### src/rtl/serial_adder_pkg.sv
// serial_adder_pkg: FSM state encodings and default operand width shared by the serial adder.
package serial_adder_pkg;
    localparam int DEFAULT_WIDTH = 8;
    typedef logic [1:0] state_t;
    localparam logic [1:0] IDLE = 2'd0;
    localparam logic [1:0] RUN  = 2'd1;
    localparam logic [1:0] DONE = 2'd2;
endpackage

### src/rtl/serial_adder_fa.sv
// fullAdder: one-bit full-adder cell used as the serial adder's only arithmetic.
module fullAdder (
    input  logic A,
    input  logic B,
    input  logic Cin,
    output logic sum,
    output logic Cout
);
    assign sum  = A ^ B ^ Cin;
    assign Cout = (A & B) | (Cin & (A ^ B));
endmodule

### src/rtl/serial_adder.sv
// serial_adder: bit-serial adder that produces {Cout,sum} = A + B + Cin, one bit per clock, LSB first.
module serial_adder
    import serial_adder_pkg::*;
#(
    parameter int WIDTH = DEFAULT_WIDTH
) (
    input  logic             clk,
    input  logic             rst,
    input  logic             start,
    input  logic [WIDTH-1:0] A,
    input  logic [WIDTH-1:0] B,
    input  logic             Cin,
    output logic [WIDTH-1:0] sum,
    output logic             Cout,
    output logic             busy,
    output logic             done
);
    localparam int CW = $clog2(WIDTH) + 1;

    state_t           state;
    logic [WIDTH-1:0] a_sh, b_sh;
    logic             carry, fa_sum, fa_cout;
    logic [CW-1:0]    cnt;

    fullAdder u_fa (
        .A   (a_sh[0]),
        .B   (b_sh[0]),
        .Cin (carry),
        .sum (fa_sum),
        .Cout(fa_cout)
    );

    always_ff @(posedge clk or posedge rst) begin
        if (rst) begin
            state <= IDLE;
            a_sh  <= '0;
            b_sh  <= '0;
            carry <= 1'b0;
            cnt   <= '0;
            sum   <= '0;
            Cout  <= 1'b0;
        end else begin
            case (state)
                IDLE: if (start) begin
                    state <= RUN;
                    a_sh  <= A;
                    b_sh  <= B;
                    carry <= Cin;
                    cnt   <= '0;
                end
                RUN: begin
                    // sum bits enter at the MSB so the LSB lands in bit 0 after WIDTH shifts
                    sum   <= {fa_sum, sum[WIDTH-1:1]};
                    carry <= fa_cout;
                    a_sh  <= a_sh >> 1;
                    b_sh  <= b_sh >> 1;
                    cnt   <= cnt + CW'(1);
                    if (cnt == CW'(WIDTH - 1)) begin
                        state <= DONE;
                        Cout  <= fa_cout;
                    end
                end
                DONE:    state <= IDLE;
                default: state <= IDLE;
            endcase
        end
    end

    assign busy = (state == RUN);
    assign done = (state == DONE);
endmodule

### config.mk
export PLATFORM = sky130hd
export DESIGN_NAME = serial_adder
export DESIGN_NICKNAME = d
export VERILOG_FILES = /design/src/rtl/serial_adder_pkg.sv /design/src/rtl/serial_adder_fa.sv /design/src/rtl/serial_adder.sv
export SDC_FILE = /design/constraint.sdc
export NUM_CORES = 1
export LEC_CHECK = 0
export ABC_AREA = 1
export BUFFER_PORTS_ARGS = -buffer_cell sky130_fd_sc_hd__buf_4
export CAP_MARGIN = 10
export CELL_PAD_IN_SITES_DETAIL_PLACEMENT = 0
export CELL_PAD_IN_SITES_GLOBAL_PLACEMENT = 1
export CORE_ASPECT_RATIO = 1.1
export CORE_UTILIZATION = 25
export CTS_CLUSTER_SIZE = 8
export DETAILED_ROUTE_END_ITERATION = 7
export GPL_TIMING_DRIVEN = 0
export PLACE_DENSITY_LB_ADDON = 0.1
export SYNTH_ARGS = -nofsm -noshare
export SYNTH_HDL_FRONTEND = slang
export SYNTH_SLANG_ARGS = --single-unit
### constraint.sdc
create_clock -name clk -period 1.1 [get_ports clk]
set_input_delay 0.055 -clock clk [delete_from_list [all_inputs] [get_ports clk]]
set_output_delay 0.055 -clock clk [all_outputs]
set_load 0.01 [all_outputs]
==> key figures <==
Die
  – Die Span Y: 81.85 um
  – Die Width: 74.59 um
  – Initial Util: 26.51%
  – Rows: 28
  – I/O Pins: 31
  – Total die area: 6104 um2
  – Core area: 5465 um2

Logic synthesis
  – Share of the synthesized area in the top cell type: 55.27%
  – Cell with the most instances after synthesis: nand2_1
  – EDFF count, synth: 0
  – Yosys top cell by area: dfrtp_1
  – Yosys Warn Count: 0
  – Post-synth cell types: 21
  – Mapped cell area: 1449 um2
  – Primary FF master, synth: dfrtp_1
  – Post-synthesis register bit count: 32
  – Syn_nets: 182
  – Sequential share of the synthesized area: 55.27%
  – Area contributors post-synth: dfrtp_1 55%, nand2_1 16%, nand3_1 13%
  – Syn Inst Count: 160
  – Ys async rst share: 100.0%
  – Mapped Avg Cell Area: 9.056 um2
  – Most frequent cells after synthesis: 61 x nand2_1, 38 x nand3_1, 32 x dfrtp_1

Worst setup path
  – Worst r2r src: carry
  – Crit. End Element: output pin
  – R2R Setup Slk: -0.02 ns
  – Crit path max fanout: 3
  – WS Path Type: reg -> out
  – RR Endpoint: sum[7]
  – Cell count of the worst reg-to-reg path: 3
  – CP Data Required Time: 1.04 ns
  – Startpoint types: flip-flop
  – Arr. time, crit path: 1.08 ns

Global routing
  – Met1 GRT Util: 16.49%
  – GRT Max-Usage Layer: met2
  – Vias in the first global route: 1,232
  – First-pass GRT wire length: 5837 um
  – GR Layer Usage met3: 4.417%
  – M2 GR Usage: 20.45%
  – Largest net degree at the start of global routing: 18
  – Initial antenna violation count: 0
  – Total global-route track usage: 13.20%
  – GRT Residual Overflow: 0

STA
  – Final-report setup violation count: 8
  – Clk_skew: 0.008668 ns
  – Max frequency: 0.8815 GHz
  – Fin crit period: 1.134 ns
  – Final WS setup: -0.03448 ns
  – RSZ-0062 raised after global routing: yes
  – Slew @ Worst Pin: 0.6946 ns
  – Max Transition Viols Final: 0
  – Fin. Hold Viols: 0
  – Slew margin rel.: 53.64%
  – Final Cycle Share: 103.1%

Min path
  – Hold Crit Start: start
  – Worst Hold Path EP: cnt[0]
  – Hold WC Path Type: in -> reg
  – Hold depth: 4

Final layout
  – Final Non-Filler Cells: 302
  – Diodes inserted: 0
  – Final core area utilization: 41.09%
  – Area Overhead vs Synth: 55.01%
  – Filler cells: 572
  – Nets: 248
  – Fin area: 2246 um2
  – Layout cells sized above 1: 32.60%

Clocking
  – Max clock buf depth: 2
  – Number of CTS-inserted buffers: 5
  – CTS tree: yes
  – Later-pin clock latency in the skew report: 0.29 ns
  – CTS clk-pin slew, worst paths: 0.07 ns
  – Max H-tree Level: 2
  – Root Driver: clkbuf_8
  – Clock sinks: 32

Routing
  – Drt pass-1 iters: 4
  – Antenna viol nets, final: 0
  – DRC: 0
  – Routed WL: 3640 um
  – Initial DRC count: 63
  – Avg WL per Cell: 12.05 um
  – Vias: 1,308
  – Vias/cell: 4.331

Power and ir drop
  – Static Leak: 1.104 nW
  – Peak supply drop: 0.6767 mV
  – Pwr dens: 2516 nW/um2
  – Power after layout: 5.651 mW

Place
  – Hpwl dp: 2397 um
  – I/O Buffers: 30
  – GP Congestion: 0.7353
  – Placed insts: 266
  – Area after DPL: 1795 um2

Run
  – Max-Cap Viols: 0

Run status
  – Status: finished, violations left
  – Failing checks: negative setup slack
## cells by family after synthesis
family          share of synthesized area (%)
compound gates                          2.591
xor+xnor                               0.6046
fa+ha+maj                               2.245
buf+inv                                 6.735
flops                                   55.27
simple gates                            32.56
## routing by layer
| metal | wire, um | up-vias |
|---|---|---|
| met1 | 1649 | 631 |
| met2 | 1793 | 24 |
| met5 | 0 | - |
| li1 | - | 649 |
| met4 | 41 | 0 |
| met3 | 155 | 4 |
## cell usage in the layout, fill, tap and decap left out
master / Yosys / final
clkbuf_8: 0 / 5
nand4_1: 1 / 1
nand2_4: 1 / 1
o21ai_2: 2 / 3
bufinv_16: 0 / 1
dfrtp_2: 0 / 1
clkbuf_4: 0 / 2
clkinvlp_4: 0 / 1
fa_2: 0 / 1
clkbuf_16: 0 / 1
nand2_1: 61 / 61
ha_1: 1 / 1
buf_16: 0 / 1
dlygate4sd3_1: 0 / 18
inv_8: 1 / 1
nand3_2: 1 / 5
nor2_4: 1 / 1
clkinv_2: 0 / 1
inv_1: 3 / 3
buf_8: 2 / 3
buf_6: 1 / 6
inv_2: 1 / 1
dfrtp_1: 32 / 31
o21ai_0: 4 / 2
nand2_2: 1 / 1
buf_4: 2 / 36
xnor2_1: 1 / 1
o21ai_1: 0 / 1
nor2_2: 0 / 2
nand3_1: 38 / 34
## flip-flops by register name (all words and copies together) (netlist names)
signal  count
Cout        1
a_sh        8
b_sh        8
carry       1
cnt         4
state       2
sum         8
## worst max-delay path by stage
| stage | cells past startpoint | endpoint | startpoint |
|---|---|---|---|
| 2_1_floorplan | 3 | carry | carry |
| 3_3_place_gp | 2 | Cout | rst |
| 3_5_place_dp | 6 | a_sh[0] | state[1] |
| 4_1_cts | 5 | busy | state[1] |
| 5_1_grt | 5 | busy | state[1] |
| 6_report | 4 | busy | state[0] |
## critical path, cell delays in order, from the launching register on
cell and delay [ns]:
dfrtp_2 0.43, nand2_4 0.11, inv_8 0.04, buf_8 0.11, buf_6 0.11
## area by class of cell
type / instances / area, um2 / share of cell area (%)
tap: 75 / 93.84 / 4.178
clock inverter: 3 / 42.54 / 1.894
timing repair buffer: 59 / 536.8 / 23.90
clock buffer: 5 / 68.82 / 3.064
sequential: 32 / 802.0 / 35.71
buffer: 8 / 93.84 / 4.178
inverter: 5 / 26.28 / 1.170
multi-input combinational: 115 / 581.8 / 25.91
## timing repair
action	CTS	global route
endpoints found under the setup margin	15	30
resized for setup	6	15
setup buffers	7	2
hold endpoints to repair	32	0
hold buffers	18	0
pin swaps	2	2
cloned	0	1
## per-stage QoR
step | hold WS [ns] | TNS (ns) | setup WS, ns
floorplan | 0.1646 | 0 | 0.03815
global placement | 0.2531 | -6.363 | -0.1799
detailed placement | 0.2163 | -0.7871 | -0.08730
CTS | 0.1259 | -0.5018 | -0.05705
global route | 0.1375 | -1.529 | -0.09544
finish | 0.1359 | -0.09392 | -0.03448
## where the power goes
group | total, mW | switching (mW) | internal, mW
Sequential | 1.97 | 0.326 | 1.65
Clock | 1.14 | 0.465 | 0.670
Combinational | 2.54 | 1.26 | 1.28
Total | 5.65 | 2.05 | 3.60
(Power assumes the default switching activity.)
